===== config.mk =====
export PLATFORM = sky130hd
export DESIGN_NAME = oserdes_gearbox_nch
export DESIGN_NICKNAME = d
export VERILOG_FILES = /design/src/rtl/serdes_pkg.sv /design/src/rtl/gearbox_lane.sv /design/src/rtl/oserdes_gearbox_nch.sv
export SDC_FILE = /design/constraint.sdc
export NUM_CORES = 1
export LEC_CHECK = 0
export ABC_AREA = 1
export CORE_AREA = 2 2 105 81
export CTS_BUF_LIST = sky130_fd_sc_hd__clkbuf_8
export CTS_CLUSTER_SIZE = 8
export DETAILED_ROUTE_END_ITERATION = 10
export DIE_AREA = 0 0 107 83
export GPL_TIMING_DRIVEN = 0
export PLACE_DENSITY_LB_ADDON = 0.08
export SKIP_LAST_GASP = 1
export SLEW_MARGIN = 20
export SYNTH_ARGS = -nofsm -noshare
export SYNTH_HDL_FRONTEND = slang
export SYNTH_SLANG_ARGS = --single-unit

===== constraint.sdc =====
create_clock -name pclk -period 2.9 [get_ports pclk]
set_clock_uncertainty 0.15 [all_clocks]
set_input_delay 0.29 -clock pclk [delete_from_list [all_inputs] [get_ports pclk]]
set_output_delay 0.29 -clock pclk [all_outputs]
set_load 0.02 [all_outputs]

===== src/rtl/serdes_pkg.sv =====
// Shared definitions for the output serializer family: TMDS control tokens
// and a constant-safe ceiling log2 used to size counters.
package serdes_pkg;

    localparam logic [9:0] CTL0 = 10'h354;
    localparam logic [9:0] CTL1 = 10'h0AB;
    localparam logic [9:0] CTL2 = 10'h154;
    localparam logic [9:0] CTL3 = 10'h2AB;

    function automatic int clog2(input int value);
        int r;
        int v;
        r = 0;
        v = value - 1;
        while (v > 0) begin
            r = r + 1;
            v = v >> 1;
        end
        return r;
    endfunction

endpackage


===== src/rtl/gearbox_lane.sv =====
// One lane of the gearbox: loads a whole word (optionally bit-reversed) and
// shifts it out OUT_W bits per beat from the low end.
module gearbox_lane #(
    parameter int IN_W      = 10,
    parameter int OUT_W     = 2,
    parameter int MSB_FIRST = 0
) (
    input  logic             clk,
    input  logic             rst_n,
    input  logic             en,
    input  logic             load,
    input  logic [IN_W-1:0]  word,
    output logic [OUT_W-1:0] beat
);

    logic [IN_W-1:0] word_ord;
    logic [IN_W-1:0] sh_q;

    // Reversing on load keeps the shift path identical for both bit orders.
    always_comb begin
        word_ord = word;
        if (MSB_FIRST != 0) begin
            for (int i = 0; i < IN_W; i++) begin
                word_ord[i] = word[IN_W-1-i];
            end
        end
    end

    always_ff @(posedge clk or negedge rst_n) begin
        if (!rst_n) begin
            sh_q <= '0;
        end else if (!en) begin
            sh_q <= '0;
        end else if (load) begin
            sh_q <= word_ord;
        end else begin
            sh_q <= sh_q >> OUT_W;
        end
    end

    assign beat = sh_q[OUT_W-1:0];

endmodule


===== src/rtl/oserdes_gearbox_nch.sv =====
// N-lane parallel-to-narrow gearbox with a one-word skid buffer, idle-word
// fill on underflow, word-boundary strobe and a saturating underflow counter.
module oserdes_gearbox_nch
    import serdes_pkg::*;
#(
    parameter int CH        = 3,
    parameter int IN_W      = 10,
    parameter int OUT_W     = 2,
    parameter int MSB_FIRST = 0,
    parameter int CNT_W     = 16
) (
    input  logic                pclk,
    input  logic                txrst_n,
    input  logic                en,
    input  logic                in_valid,
    output logic                in_ready,
    input  logic [CH*IN_W-1:0]  in_data,
    input  logic [CH*IN_W-1:0]  idle_word,
    output logic [CH*OUT_W-1:0] tx_data,
    output logic                tx_sof,
    output logic                underflow,
    output logic [CNT_W-1:0]    underflow_cnt,
    input  logic                clr_cnt
);

    localparam int RATIO  = IN_W / OUT_W;
    localparam int BEAT_W = (clog2(RATIO) > 0) ? clog2(RATIO) : 1;
    localparam logic [BEAT_W-1:0] LAST = BEAT_W'(RATIO - 1);

    if (IN_W % OUT_W != 0) begin : g_ratio_check
        $error("IN_W must be a multiple of OUT_W");
    end

    logic [BEAT_W-1:0]   beat_q;
    logic                hold_v;
    logic [CH*IN_W-1:0]  hold_q;
    logic [CH*IN_W-1:0]  load_word;
    logic                load;
    logic                accept;
    logic                starve;

    // Handshake: in_ready is high when the skid slot is empty or is being
    // drained on this edge; a transfer happens on the edge where
    // in_valid & in_ready, and in_valid may not be withdrawn before it.
    assign load      = en & (beat_q == LAST);
    assign in_ready  = ~hold_v | load;
    assign accept    = in_valid & in_ready;
    assign starve    = load & ~hold_v;
    assign load_word = hold_v ? hold_q : idle_word;

    // On a simultaneous accept and load, the old word leaves through
    // load_word while the new one takes its place.
    always_ff @(posedge pclk or negedge txrst_n) begin
        if (!txrst_n) begin
            hold_q <= '0;
            hold_v <= 1'b0;
        end else if (accept) begin
            hold_q <= in_data;
            hold_v <= 1'b1;
        end else if (load) begin
            hold_v <= 1'b0;
        end
    end

    always_ff @(posedge pclk or negedge txrst_n) begin
        if (!txrst_n) begin
            beat_q    <= LAST;
            tx_sof    <= 1'b0;
            underflow <= 1'b0;
        end else if (!en) begin
            beat_q    <= LAST;
            tx_sof    <= 1'b0;
            underflow <= 1'b0;
        end else if (load) begin
            beat_q    <= '0;
            tx_sof    <= 1'b1;
            underflow <= ~hold_v;
        end else begin
            beat_q    <= beat_q + BEAT_W'(1);
            tx_sof    <= 1'b0;
            underflow <= 1'b0;
        end
    end

    // Counts on the same edge that raises the underflow pulse.
    always_ff @(posedge pclk or negedge txrst_n) begin
        if (!txrst_n) begin
            underflow_cnt <= '0;
        end else if (clr_cnt) begin
            underflow_cnt <= '0;
        end else if (starve && (underflow_cnt != '1)) begin
            underflow_cnt <= underflow_cnt + CNT_W'(1);
        end
    end

    for (genvar k = 0; k < CH; k++) begin : g_lane
        gearbox_lane #(
            .IN_W     (IN_W),
            .OUT_W    (OUT_W),
            .MSB_FIRST(MSB_FIRST)
        ) u_lane (
            .clk  (pclk),
            .rst_n(txrst_n),
            .en   (en),
            .load (load),
            .word (load_word[k*IN_W +: IN_W]),
            .beat (tx_data[k*OUT_W +: OUT_W])
        );
    end

endmodule


After elaboration in Yosys (flattened, before gate mapping)
Cells that the tools add are included.
{ "totals": {"regBits": 82, "input_bits": 65, "word_cells": 38} }
{ "classes": {"addsub": 2, "n_eq_ne": 2, "n_mux": 17, "n_bitwise": 5, "n_reduce_logical": 3} }
{ "ops": {"columns": ["op", "count"], "rows": [
  ["$mux W10", 6],
  ["$mux W16", 2],
  ["$mux W30", 1],
  ["$add A16 B1 Y16 const B", 1],
  ["$ne A16 B16 Y1 const B", 1],
  ["$mux W1", 6],
  ["$mux W3", 2],
  ["$reduce_bool A2 Y1", 2],
  ["$add A3 B1 Y3 const B", 1],
  ["$and A1 B1 Y1", 3],
  ["$eq A3 B3 Y1 const B", 1],
  ["$logic_and A1 B1 Y1", 1],
  ["$not A1 Y1", 1],
  ["$or A1 B1 Y1", 1]
]} }

Longest topological paths before layout
{ "logic_depth": {"ltp_word": 6, "depth_mapped": 10} }

Hierarchy
A second synthesis with hierarchy kept.
{ "unflattened": {"cells_unflattened": 514, "area_unflattened_um2": 4167.7} }
{ "by_module_without_submodules": {"columns": ["mod", "instances", "cells_each", "area_per_inst_um2"], "rows": [
  ["oserdes_gearbox_nch", 1, 334, 2756.4],
  ["gearbox_lane", 3, 60, 470.5]
]} }

Worst setup path after synthesis
Ideal clock, no wire load.
{ "synth_timing": {"kind": "register to register", "from": "register beat_q[0]", "to": "register hold_q[0]", "setup_ns": 0.125, "arrival_time_ns": 1.463, "slack_ns": 1.162, "stages_incl_launch_ff": 8, "path_buffers": 1, "synth_period_minus_slack_ns": 1.738, "cell_sequence": "dfrtp_1 -> inv_1 -> ha_1 -> nand3_4 -> nand2_2 -> nand2_2 -> buf_6 -> mux2_2"} }
{ "synth_via": {"elab_chain_len": 4} }
{ "synth_rtl": {"columns": ["item", "line_no", "source"], "rows": [
  ["start: declaration", "oserdes_gearbox_nch.sv:34", "logic [BEAT_W-1:0] beat_q;"],
  ["start signal: assignment", "oserdes_gearbox_nch.sv:79", "beat_q <= beat_q + BEAT_W'(1);"],
  ["$eq A3 B3 Y1", "oserdes_gearbox_nch.sv:45", "assign load = en & (beat_q == LAST);"],
  ["$and A1 B1 Y1", "oserdes_gearbox_nch.sv:45", null],
  ["$or A1 B1 Y1", "oserdes_gearbox_nch.sv:46", "assign in_ready = ~hold_v | load;"],
  ["net in_ready", "oserdes_gearbox_nch.sv:16", "output logic in_ready,"],
  ["$and A1 B1 Y1", "oserdes_gearbox_nch.sv:47", "assign accept = in_valid & in_ready;"],
  ["end signal: assignment", "oserdes_gearbox_nch.sv:58", "hold_q <= in_data;"],
  ["end: declaration", "oserdes_gearbox_nch.sv:36", "logic [CH*IN_W-1:0] hold_q;"]
]} }
The timed path passes the listed nets, and every way through them passes these cells.
A chain may end at the register's enable or synchronous reset.

Worst setup path in the final report
{ "layout_timing": {"from": "register beat_q[0]", "to": "output port in_ready"} }
{ "layout_via": {"elab_chain_len": 3} }
{ "layout_rtl": {"columns": ["item", "line_no"], "rows": [
  ["$eq A3 B3 Y1", "oserdes_gearbox_nch.sv:45"],
  ["$and A1 B1 Y1", "oserdes_gearbox_nch.sv:45"],
  ["$or A1 B1 Y1", "oserdes_gearbox_nch.sv:46"],
  ["end: declaration", "oserdes_gearbox_nch.sv:16"]
]} }
Every way passes these cells.

==> out/qor.yml <==
clock-sinks: 82
final_cell_mix: "127 x nand2_1, 87 x clkdlybuf4s50_1, 81 x dfrtp_1"
syn_nets: 481
cts_inserted_buffers: 9
post-route-period-util_pct: 81.3
gp_congestion: 0.919
power.leakage_nw: 2.31
syn_area_um2: 3840
timing.hold.ws_ns: 0.0991
r2r-end: "underflow_cnt[3]"
post_cts_resized: 0
final_util_pct: 64.9
grt_first_pass_wirelength_um: 15100
grtUsageTotal_pct: 21.4
antenna_cells: 0
cp-endpoint: "in_ready"
multi_input_area_um2: 1520
vdd_drop_max_uv: 430
rr_startpoint: "underflow_cnt[0]"
wl_per_cell_um: 14.2
min_path_type: "primary input to flop"
start_util_pct: 49.1
final_common_cell: "nand2_1"
num-fill-cells: 659
grt_pass1_vias: 3063
clk_latency_ns: 0.35
drive_gt1_share_pct: 13.5
drc_errors: 0
hold_viol_final: 0
worst_slack_ns: 0.541
worstSetupPathType: "flop to primary output"
ff2ff_setup_slack_ns: 0.98
die_area_um2: 8880
nNetsFinal: 582
wirelength_um: 8860
crit_fanout: 9
drv_slew: 0
ant_nets: 0
synth_cell_type_count: 26
synthCells: 413
cp-end-kind: "primary output"
rr_worst_depth: 9
layout_min_cycle_time_ns: 2.36
rsz0062_at_grt: "no"
dpl_worst_slack_ns: 0.893
dpl.hpwl_um: 6530
startpoint_type: "flop"
antenna_found_initial: 0
setup_viol_count_final: 0
die_y_um: 83
cts_setup_buffers: 0
overflow: 0
ys_seq_area_share_pct: 53.5
relSlewSlack_pct: 66.5
status: "finished clean"
cts_buffer_depth: 2
root_buffer: "clkbuf_8"
grt_start_max_net_pins: 53
fmax_mhz: 424
firstDrtPassIters: 4
core-area_um2: 7810
startpoint: "beat_q[0]"
drt_iter0_markers: 140
vias: 3139
synth_seq_cells: 82
ios: 90
place.port_buffers: 88
cts.clk_slew.worst_paths_ns: 0.09
drv_cap: 0
area_growth_pct: 32.1
cp_data_required_time_ns: 2.46
worst_slew_pin_slew_ns: 0.503
cts_tree: "built"
yosys_warnings: 0
post_drt_via_cell_ratio: 5.04
setup_tns_ns: 0
fp.dieW_um: 107
rows: 28
avgSynthCellArea_um2: 9.29
htreeDepth: 3
arrival_ns: 1.92
register_area_um2: 2050
pwr_density_cell_nw_per_um2: 691
## logic make-up after synthesis
family / synth area share [%]
AOI/OAI and AO/OA: 9.19
and+or+nand+nor: 19.5
buffers and inverters: 6.91
muxes: 8.80
DFF: 53.5
adders and majority gates: 0.978
xor gates and xnor gates: 1.14
## sequential cells by signal, summed over array words and instances (netlist names)
| register | flops |
|---|---|
| underflow | 1 |
| hold_v | 1 |
| tx_sof | 1 |
| beat_q | 3 |
| g_lane.u_lane.sh_q | 30 |
| hold_q | 30 |
| underflow_cnt | 16 |
## worst max-delay path, stage by stage (launching register included)
cell and delay, ns:
dfrtp_1 0.38, inv_1 0.07, ha_1 0.20, nand3_4 0.18, nand2_2 0.14, clkdlybuf4s50_1 0.61
## layout make-up
class / instances / area share, %
Tap cell: 105 / 2.59
Clock buffer: 9 / 2.44
Timing Repair Buffer: 90 / 18.1
Multi-Input combinational cell: 278 / 30.0
Inverter: 26 / 1.92
Clock inverter: 6 / 1.18
Sequential cell: 82 / 40.5
Buffer: 27 / 3.31
## Yosys cell counts, drive strengths merged
| master | n | area (µm²) |
|---|---|---|
| a21oi | 6 | 30.0 |
| nand2 | 130 | 495 |
| mux2 | 30 | 338 |
| clkbuf | 13 | 48.8 |
| nor2 | 22 | 108 |
| dfrtp | 81 | 2030 |
| a31oi | 24 | 150 |
| o21bai | 3 | 22.5 |
| xor2 | 4 | 35.0 |
| nand4 | 6 | 37.5 |
| ha | 3 | 37.5 |
| inv | 26 | 97.6 |
| o21ai | 30 | 150 |
| dfstp | 1 | 26.3 |
| nand3 | 19 | 108 |
| xnor2 | 1 | 8.76 |
| buf | 14 | 119 |
## metrics by stage
step / power (mW) / cell area [µm²] / cells
2_1_floorplan: 2.34 / 3840 / 413
3_3_place_gp: 2.71 / 4850 / 606
3_5_place_dp: 2.75 / 4880 / 607
4_1_cts: 3.54 / 5070 / 623
5_1_grt: 3.73 / 5070 / 623
6_report: 3.50 / 5070 / 623
## power breakdown
group / switching (mW) / internal (mW)
clock network: 0.391 / 0.389
logic: 0.601 / 0.525
registers: 0.137 / 1.46
total: 1.13 / 2.37
## metal layers
layer / track usage [%] / share of wire [%]
met1: 32.2 / 49
met2: 32.0 / 44
met3: 4.00 / 5.6
met4: 5.43 / 1.0
met5: 0 / 0
## worst min-delay path by stage
stage | start | cells after the start | end
6_report | en | 3 | g_lane[0].u_lane.sh_q[0]
5_1_grt | en | 3 | g_lane[0].u_lane.sh_q[5]
4_1_cts | en | 3 | g_lane[0].u_lane.sh_q[1]
3_5_place_dp | txrst_n | 1 | hold_q[3]
3_3_place_gp | hold_q[20] | 1 | hold_q[20]
2_1_floorplan | txrst_n | 0 | beat_q[0]
## repair_timing
| item | in CTS | in global routing |
|---|---|---|
| endpoints found under the hold margin | 29 | 0 |
| hold buffers | 1 | 0 |
| setup endpoints to repair | 0 | 0 |
No activity file was read; power rests on OpenSTA's default activity.
